### config.mk
export PLATFORM = sky130hd
export DESIGN_NAME = credential_entry_flat
export DESIGN_NICKNAME = d
export VERILOG_FILES = /design/src/rtl/credential_entry_if.sv /design/src/rtl/credential_entry.sv /design/src/flat_wrapper.sv
export SDC_FILE = /design/constraint.sdc
export NUM_CORES = 1
export LEC_CHECK = 0
export BUFFER_PORTS_ARGS = -buffer_cell sky130_fd_sc_hd__buf_2
export CAP_MARGIN = 5
export CELL_PAD_IN_SITES_DETAIL_PLACEMENT = 1
export CELL_PAD_IN_SITES_GLOBAL_PLACEMENT = 2
export CORE_MARGIN = 1.5
export CORE_UTILIZATION = 38
export DETAILED_ROUTE_END_ITERATION = 10
export PLACE_DENSITY_LB_ADDON = 0.1
export SYNTH_ARGS = -nofsm -noshare
export SYNTH_HDL_FRONTEND = slang
export SYNTH_SLANG_ARGS = --single-unit
### constraint.sdc
create_clock -name clk -period 3.5 [get_ports clk]
set_input_delay 0.525 -clock clk [delete_from_list [all_inputs] [get_ports clk]]
set_output_delay 0.525 -clock clk [all_outputs]
set_load 0.05 [all_outputs]
### src/rtl/credential_entry_if.sv
// Button/consumer bundle for the credential keypad: raw buttons and lockout in, entered digits out.
// No flow control; the consumer uses resetCount to clear a completed or stale entry.
interface credential_entry_if;
    logic       btn1;
    logic       btn2;
    logic       btn3;
    logic       btn4;
    logic       btn5;
    logic       locker;
    logic       resetCount;
    logic [3:0] inputCount;
    logic [3:0] userNameInput0;
    logic [3:0] userNameInput1;
    logic [3:0] userNameInput2;
    logic [3:0] userNameInput3;
    logic [3:0] passwordInput0;
    logic [3:0] passwordInput1;
    logic [3:0] passwordInput2;
    logic [3:0] passwordInput3;
    logic       entryPulse;

    modport master (
        output btn1, btn2, btn3, btn4, btn5, locker, resetCount,
        input  inputCount, userNameInput0, userNameInput1, userNameInput2, userNameInput3,
        input  passwordInput0, passwordInput1, passwordInput2, passwordInput3, entryPulse
    );

    modport slave (
        input  btn1, btn2, btn3, btn4, btn5, locker, resetCount,
        output inputCount, userNameInput0, userNameInput1, userNameInput2, userNameInput3,
        output passwordInput0, passwordInput1, passwordInput2, passwordInput3, entryPulse
    );
endinterface

### src/rtl/credential_entry.sv
// 8-digit username/password entry from debounced-by-sync buttons; raw press to outputs in 3 clocks.
// No backpressure: presses are dropped while locked, in DONE, or when several land in one cycle.
module credential_entry #(
    parameter int TIMEOUT_CYCLES = 5000,
    parameter int DONE_HOLD      = 2
) (
    input  logic             clk,
    input  logic             rst_n,
    credential_entry_if.slave bus
);
    localparam int TW = $clog2(TIMEOUT_CYCLES + 1);
    localparam int HW = $clog2(DONE_HOLD + 1);

    typedef enum logic [1:0] {IDLE, USER, PASS, DONE} state_t;

    logic [4:0] raw, sync1, sync2, sync3, armed, press;
    logic       sync_vld;

    assign raw = {bus.btn5, bus.btn4, bus.btn3, bus.btn2, bus.btn1};

    // A button must be seen low after reset before its rising edge counts,
    // so a button held through reset release does not register.
    always_ff @(posedge clk or negedge rst_n) begin
        if (!rst_n) begin
            sync1    <= '0;
            sync2    <= '0;
            sync3    <= '0;
            armed    <= '0;
            sync_vld <= 1'b0;
        end else begin
            sync1    <= raw;
            sync2    <= sync1;
            sync3    <= sync2;
            sync_vld <= 1'b1;
            armed    <= armed | ({5{sync_vld}} & ~sync1);
        end
    end

    assign press = sync2 & ~sync3 & armed;

    state_t        state_q, state_d;
    logic [3:0]    count_q, count_d;
    logic [3:0]    dig_q [8];
    logic [3:0]    dig_d [8];
    logic          pulse_q, pulse_d;
    logic [TW-1:0] timer_q, timer_d;
    logic [HW-1:0] hold_q, hold_d;
    logic          single, accept, clear;
    logic [1:0]    val;
    logic [2:0]    last_slot;

    always_ff @(posedge clk or negedge rst_n) begin
        if (!rst_n) begin
            state_q <= IDLE;
            count_q <= '0;
            pulse_q <= 1'b0;
            timer_q <= '0;
            hold_q  <= '0;
            for (int i = 0; i < 8; i++) dig_q[i] <= '0;
        end else begin
            state_q <= state_d;
            count_q <= count_d;
            pulse_q <= pulse_d;
            timer_q <= timer_d;
            hold_q  <= hold_d;
            for (int i = 0; i < 8; i++) dig_q[i] <= dig_d[i];
        end
    end

    always_comb begin
        state_d   = state_q;
        count_d   = count_q;
        dig_d     = dig_q;
        pulse_d   = 1'b0;
        timer_d   = timer_q;
        hold_d    = hold_q;
        clear     = 1'b0;
        single    = ($countones(press) == 1);
        accept    = single && !bus.locker && (state_q != DONE);
        val       = press[1] ? 2'd1 : press[2] ? 2'd2 : press[3] ? 2'd3 : 2'd0;
        last_slot = count_q[2:0] - 3'd1;

        if (bus.resetCount) begin
            clear = 1'b1;
        end else if (state_q == DONE) begin
            if (int'(hold_q) >= DONE_HOLD - 1) clear = 1'b1;
            else                              hold_d = hold_q + HW'(1);
        end else if (accept && !press[4]) begin
            dig_d[count_q[2:0]] = {2'b00, val};
            count_d = count_q + 4'd1;
            pulse_d = 1'b1;
            timer_d = '0;
        end else if (accept && (count_q != 4'd0)) begin
            dig_d[last_slot] = 4'd0;
            count_d = count_q - 4'd1;
            pulse_d = 1'b1;
            timer_d = '0;
        end else if ((state_q == USER) || (state_q == PASS)) begin
            // Saturating: the clear fires one step before the counter could pass the limit.
            if (int'(timer_q) >= TIMEOUT_CYCLES - 1) clear = 1'b1;
            else                                     timer_d = timer_q + TW'(1);
        end

        if (clear) begin
            count_d = '0;
            pulse_d = 1'b0;
            timer_d = '0;
            hold_d  = '0;
            for (int i = 0; i < 8; i++) dig_d[i] = '0;
        end

        if (count_d == 4'd0)     state_d = IDLE;
        else if (count_d < 4'd4) state_d = USER;
        else if (count_d < 4'd8) state_d = PASS;
        else                     state_d = DONE;

        if (state_d != DONE) hold_d = '0;
    end

    assign bus.inputCount     = count_q;
    assign bus.userNameInput0 = dig_q[0];
    assign bus.userNameInput1 = dig_q[1];
    assign bus.userNameInput2 = dig_q[2];
    assign bus.userNameInput3 = dig_q[3];
    assign bus.passwordInput0 = dig_q[4];
    assign bus.passwordInput1 = dig_q[5];
    assign bus.passwordInput2 = dig_q[6];
    assign bus.passwordInput3 = dig_q[7];
    assign bus.entryPulse     = pulse_q;
endmodule

### src/flat_wrapper.sv
// flat-port wrapper written by rule: the top's interface ports become plain ports
module credential_entry_flat 
#(
    parameter int TIMEOUT_CYCLES = 5000,
    parameter int DONE_HOLD      = 2
)
  (clk, rst_n, bus_btn1, bus_btn2, bus_btn3, bus_btn4, bus_btn5, bus_locker, bus_resetCount, bus_inputCount, bus_userNameInput0, bus_userNameInput1, bus_userNameInput2, bus_userNameInput3, bus_passwordInput0, bus_passwordInput1, bus_passwordInput2, bus_passwordInput3, bus_entryPulse);
  credential_entry_if bus_i ();
  input  logic clk;
  input  logic rst_n;
  input wire logic [$bits(bus_i.btn1)-1:0] bus_btn1;
  input wire logic [$bits(bus_i.btn2)-1:0] bus_btn2;
  input wire logic [$bits(bus_i.btn3)-1:0] bus_btn3;
  input wire logic [$bits(bus_i.btn4)-1:0] bus_btn4;
  input wire logic [$bits(bus_i.btn5)-1:0] bus_btn5;
  input wire logic [$bits(bus_i.locker)-1:0] bus_locker;
  input wire logic [$bits(bus_i.resetCount)-1:0] bus_resetCount;
  output wire logic [$bits(bus_i.inputCount)-1:0] bus_inputCount;
  output wire logic [$bits(bus_i.userNameInput0)-1:0] bus_userNameInput0;
  output wire logic [$bits(bus_i.userNameInput1)-1:0] bus_userNameInput1;
  output wire logic [$bits(bus_i.userNameInput2)-1:0] bus_userNameInput2;
  output wire logic [$bits(bus_i.userNameInput3)-1:0] bus_userNameInput3;
  output wire logic [$bits(bus_i.passwordInput0)-1:0] bus_passwordInput0;
  output wire logic [$bits(bus_i.passwordInput1)-1:0] bus_passwordInput1;
  output wire logic [$bits(bus_i.passwordInput2)-1:0] bus_passwordInput2;
  output wire logic [$bits(bus_i.passwordInput3)-1:0] bus_passwordInput3;
  output wire logic [$bits(bus_i.entryPulse)-1:0] bus_entryPulse;
  assign bus_i.btn1 = bus_btn1;
  assign bus_i.btn2 = bus_btn2;
  assign bus_i.btn3 = bus_btn3;
  assign bus_i.btn4 = bus_btn4;
  assign bus_i.btn5 = bus_btn5;
  assign bus_i.locker = bus_locker;
  assign bus_i.resetCount = bus_resetCount;
  assign bus_inputCount = bus_i.inputCount;
  assign bus_userNameInput0 = bus_i.userNameInput0;
  assign bus_userNameInput1 = bus_i.userNameInput1;
  assign bus_userNameInput2 = bus_i.userNameInput2;
  assign bus_userNameInput3 = bus_i.userNameInput3;
  assign bus_passwordInput0 = bus_i.passwordInput0;
  assign bus_passwordInput1 = bus_i.passwordInput1;
  assign bus_passwordInput2 = bus_i.passwordInput2;
  assign bus_passwordInput3 = bus_i.passwordInput3;
  assign bus_entryPulse = bus_i.entryPulse;
  credential_entry #(.TIMEOUT_CYCLES(TIMEOUT_CYCLES), .DONE_HOLD(DONE_HOLD)) u_core (.clk(clk), .rst_n(rst_n), .bus(bus_i));
endmodule
==> impl_metrics.xml <==
<?xml version="1.0" encoding="UTF-8"?>
<metrics>
  <group name="status">
    <metric name="run_status" unit="">complete, no violations</metric>
  </group>
  <group name="global_routing">
    <metric name="grt_first_pass_wirelength" unit="um">15100</metric>
    <metric name="grt_start_max_net_pins" unit="">76</metric>
    <metric name="grt_remaining_overflow" unit="">0</metric>
    <metric name="first_global_vias" unit="">2782</metric>
    <metric name="track_usage" unit="%">19.9</metric>
    <metric name="antenna_found_initial" unit="">0</metric>
  </group>
  <group name="synthesis">
    <metric name="synth_cell_types" unit="">64</metric>
    <metric name="post_synth.cell_area_avg" unit="sq um">11.0</metric>
    <metric name="seq_total_area_yosys" unit="%">53.0</metric>
    <metric name="post_synth_inst_count" unit="">321</metric>
    <metric name="synth_top_cells_by_count" unit="">75 x dfrtp_1, 26 x nor2_1, 23 x nand2_1, 17 x o21ai_0, 16 x inv_1</metric>
    <metric name="syn-num-nets" unit="">341</metric>
    <metric name="synth_enable_flop_cells" unit="">0</metric>
    <metric name="post-synth-top-count-cell" unit="">dfrtp_1</metric>
    <metric name="ys.warnings.count" unit="">0</metric>
    <metric name="async_reset_ff_share" unit="%">100</metric>
    <metric name="ys_seq_elements" unit="">75</metric>
    <metric name="synth.top_cells.by_area" unit="">dfrtp_1 53%, ha_1 3.2%, nor2_1 2.8%</metric>
    <metric name="syn-cell-area" unit="sq um">3540</metric>
    <metric name="post-synth-top-area-cell" unit="">dfrtp_1</metric>
    <metric name="ys.flop_type" unit="">dfrtp_1</metric>
    <metric name="synth_largest_type_area_fraction" unit="%">53.0</metric>
  </group>
  <group name="routing">
    <metric name="wl_per_cell" unit="um">18.5</metric>
    <metric name="detail-route-antenna-nets" unit="">0</metric>
    <metric name="route.vias.total" unit="">2665</metric>
    <metric name="detail_route.wirelength" unit="um">9010</metric>
    <metric name="first_iter_violations" unit="">71</metric>
    <metric name="drtPass1Iterations" unit="">4</metric>
    <metric name="drcViolationCount" unit="">0</metric>
    <metric name="detailed_route_vias_per_instance" unit="">5.46</metric>
  </group>
  <group name="clock_tree">
    <metric name="insertion_delay" unit="ns">0.35</metric>
    <metric name="cts_max_path_buffers" unit="">2</metric>
    <metric name="htree_levels" unit="">3</metric>
    <metric name="clkSinkCount" unit="">75</metric>
    <metric name="tritoncts.num_buffers" unit="">9</metric>
    <metric name="clkTransAtPathRegs" unit="ns">0.09</metric>
    <metric name="cts_tree" unit="">done</metric>
    <metric name="cts_repair_resize_count" unit="">0</metric>
    <metric name="cell_chosen_for_the_clock_root" unit="">clkbuf_8</metric>
    <metric name="post-cts-setup-buffer-count" unit="">0</metric>
    <metric name="cts-hold-fix-buffers" unit="">0</metric>
  </group>
  <group name="cells_and_area">
    <metric name="final_core_util" unit="%">44.6</metric>
    <metric name="finalNonFillerCells" unit="">488</metric>
    <metric name="drive_above_1_share" unit="%">22.8</metric>
    <metric name="ff_latch_area" unit="sq um">1880</metric>
    <metric name="multiInputGateArea" unit="sq um">1530</metric>
    <metric name="filler_cell_count" unit="">1030</metric>
    <metric name="n_diodes" unit="">0</metric>
    <metric name="relative_area_change_from_synthesis_to_final_layout" unit="%">15.4</metric>
    <metric name="fin_nets" unit="">392</metric>
  </group>
  <group name="floorplanning">
    <metric name="die-width" unit="um">99.5</metric>
    <metric name="die_y" unit="um">99.5</metric>
    <metric name="core.rowCount" unit="">35</metric>
    <metric name="dieArea" unit="sq um">9900</metric>
    <metric name="ioPinCount" unit="">46</metric>
    <metric name="design.core.area" unit="sq um">9150</metric>
    <metric name="floorplan.initialDensity" unit="%">38.7</metric>
  </group>
  <group name="sta">
    <metric name="time_the_final_worst_path_needs_with_i_o_delays_and_setup" unit="ns">3.32</metric>
    <metric name="hold_viol" unit="">0</metric>
    <metric name="post-route-period-util" unit="%">94.9</metric>
    <metric name="finalClockSkew" unit="ns">0.00703</metric>
    <metric name="max_slew.worst_pin.slew" unit="ns">0.965</metric>
    <metric name="maximum_achievable_frequency" unit="GHz">0.301</metric>
    <metric name="timing.max_slew.rel_slack" unit="%">35.6</metric>
    <metric name="report.final.slew_viol_count" unit="">0</metric>
    <metric name="rsz0062_at_grt" unit="">true</metric>
    <metric name="final-setup-viol-count" unit="">0</metric>
  </group>
  <group name="place">
    <metric name="dp_cells" unit="">472</metric>
    <metric name="routabilityCongestion" unit="">0.825</metric>
    <metric name="numPortBuffers" unit="">45</metric>
    <metric name="dp_hpwl" unit="um">6350</metric>
  </group>
  <group name="worst_setup_path">
    <metric name="worst_setup_path_start_kind" unit="">register</metric>
    <metric name="cp_num_buf_inv" unit="">2</metric>
    <metric name="path_class" unit="">reg -&gt; reg</metric>
    <metric name="cp-end-kind" unit="">register</metric>
    <metric name="critPathMaxFanout" unit="">9</metric>
    <metric name="worst_path_max_delay_cell" unit="">a221oi_4</metric>
    <metric name="worst-endpoint-required" unit="ns">3.78</metric>
    <metric name="cp_data_arrival_time" unit="ns">3.60</metric>
    <metric name="cells_traversed_along_the_worst_timing_path" unit="">nand2_1 &gt; or2_2 &gt; inv_1 &gt; ha_1 &gt; fa_1 &gt; inv_1 &gt; fa_1 &gt; and2_0 &gt; nand3b_2 &gt; o21ai_0 &gt; a221oi_4 &gt; a21boi_1</metric>
    <metric name="cp_top_family" unit="">adder cells</metric>
    <metric name="critical_path.max_stage_delay" unit="ns">0.42</metric>
  </group>
  <group name="hold_path">
    <metric name="hp-class" unit="">in -&gt; reg</metric>
  </group>
  <group name="power">
    <metric name="p_leak" unit="nW">1.92</metric>
    <metric name="vdd_drop_max" unit="V">0.000169</metric>
    <metric name="powerDensity" unit="nW/um^2">447</metric>
  </group>
  <group name="flow_run">
    <metric name="max_cap_violations" unit="">0</metric>
  </group>
</metrics>
==> cells by family after synthesis <==
group | Yosys count | synth area share (%)
compound gates | 73 | 16.2
xor+xnor | 12 | 2.97
fa+ha+maj | 11 | 4.31
buf+inv | 28 | 3.75
flops | 75 | 53.0
mux | 2 | 0.566
other cells | 1 | 0.106
simple gates | 119 | 19.1
==> cells in the final DEF (no fill, tap or decap), types with 3 or more instances in the layout <==
master	count
o211ai_1	4
dfrtp_1	75
nand4_1	6
and3_1	7
a22o_1	8
a21oi_1	5
inv_6	3
or2_2	4
nand3_1	7
a211oi_2	5
nor3_1	5
xnor2_1	10
a211oi_1	3
buf_2	44
nor3b_1	4
ha_1	9
nor2_1	26
clkbuf_8	9
nand2_1	23
and3b_1	4
a21o_1	6
o21ai_0	17
and2_1	13
inv_1	16
o22ai_1	3
buf_4	6
==> stage by stage <==
step	setup TNS, ns	setup WS (ns)	total power, mW	hold WS (ns)	cell area, sq um
after floorplan	0	0.478	1.06	0.229	3540
after global placement	0	0.255	1.13	0.350	3880
after detailed placement	0	0.172	1.14	0.360	3880
after CTS	0	0.161	1.85	0.251	4090
after global routing	-0.00164	-0.00164	1.91	0.248	4090
final	0	0.180	1.83	0.270	4090
==> power breakdown <==
part / switching [mW] / total (mW) / internal (mW)
clock network: 0.365 / 0.707 / 0.342
registers: 0.0167 / 0.905 / 0.888
logic: 0.151 / 0.215 / 0.0646
==> cell type report <==
| type | count | share of cell area, % |
|---|---|---|
| multi-input combinational | 218 | 37.5 |
| inverter | 18 | 1.65 |
| timing repair buffer | 50 | 6.49 |
| sequential | 75 | 45.9 |
| clock buffer | 9 | 3.03 |
| tap | 111 | 3.40 |
| clock inverter | 7 | 2.02 |
==> path summary, 6_finish.rpt <==
| kind | startpoint | endpoint | slack (ns) | cells after the start |
|---|---|---|---|---|
| worst min-delay path | bus_btn4 | u_core.sync1[3] | 0.27 | 1 |
| max in group asynchronous | rst_n | u_core.timer_q[11] | 2.55 | 1 |
| worst max-delay path | u_core.armed[3] | u_core.hold_q[1] | 0.18 | 12 |
| worst max register to register | u_core.armed[3] | u_core.hold_q[1] | 0.18 | 12 |
| min in group asynchronous | rst_n | u_core.bus.inputCount[3] | 0.30 | 1 |
| worst min register to register | u_core.sync1[2] | u_core.sync2[2] | 0.38 | 0 |
==> layer usage <==
layer / share of wire [%] / GRT usage (%) / vias to the layer above
met4: 1.0 / 7.37 / 0
li1: - / - / 1252
met2: 46 / 31.0 / 50
met3: 2.7 / 2.88 / 7
met1: 50 / 28.4 / 1356
met5: 0 / 0 / -
==> flip-flops by register name, summed over array words and instances (netlist names) <==
signal,count
u_core.bus.userNameInput2,4
u_core.bus.entryPulse,1
u_core.hold_q,2
u_core.bus.passwordInput2,4
u_core.armed,5
u_core.bus.userNameInput0,4
u_core.sync2,5
u_core.bus.userNameInput3,4
u_core.bus.passwordInput0,4
u_core.bus.userNameInput1,4
u_core.timer_q,13
u_core.sync3,5
u_core.state_q,2
u_core.bus.inputCount,4
u_core.bus.passwordInput3,4
u_core.sync1,5
u_core.sync_vld,1
u_core.bus.passwordInput1,4
No activity file was read; power rests on OpenSTA's default activity.
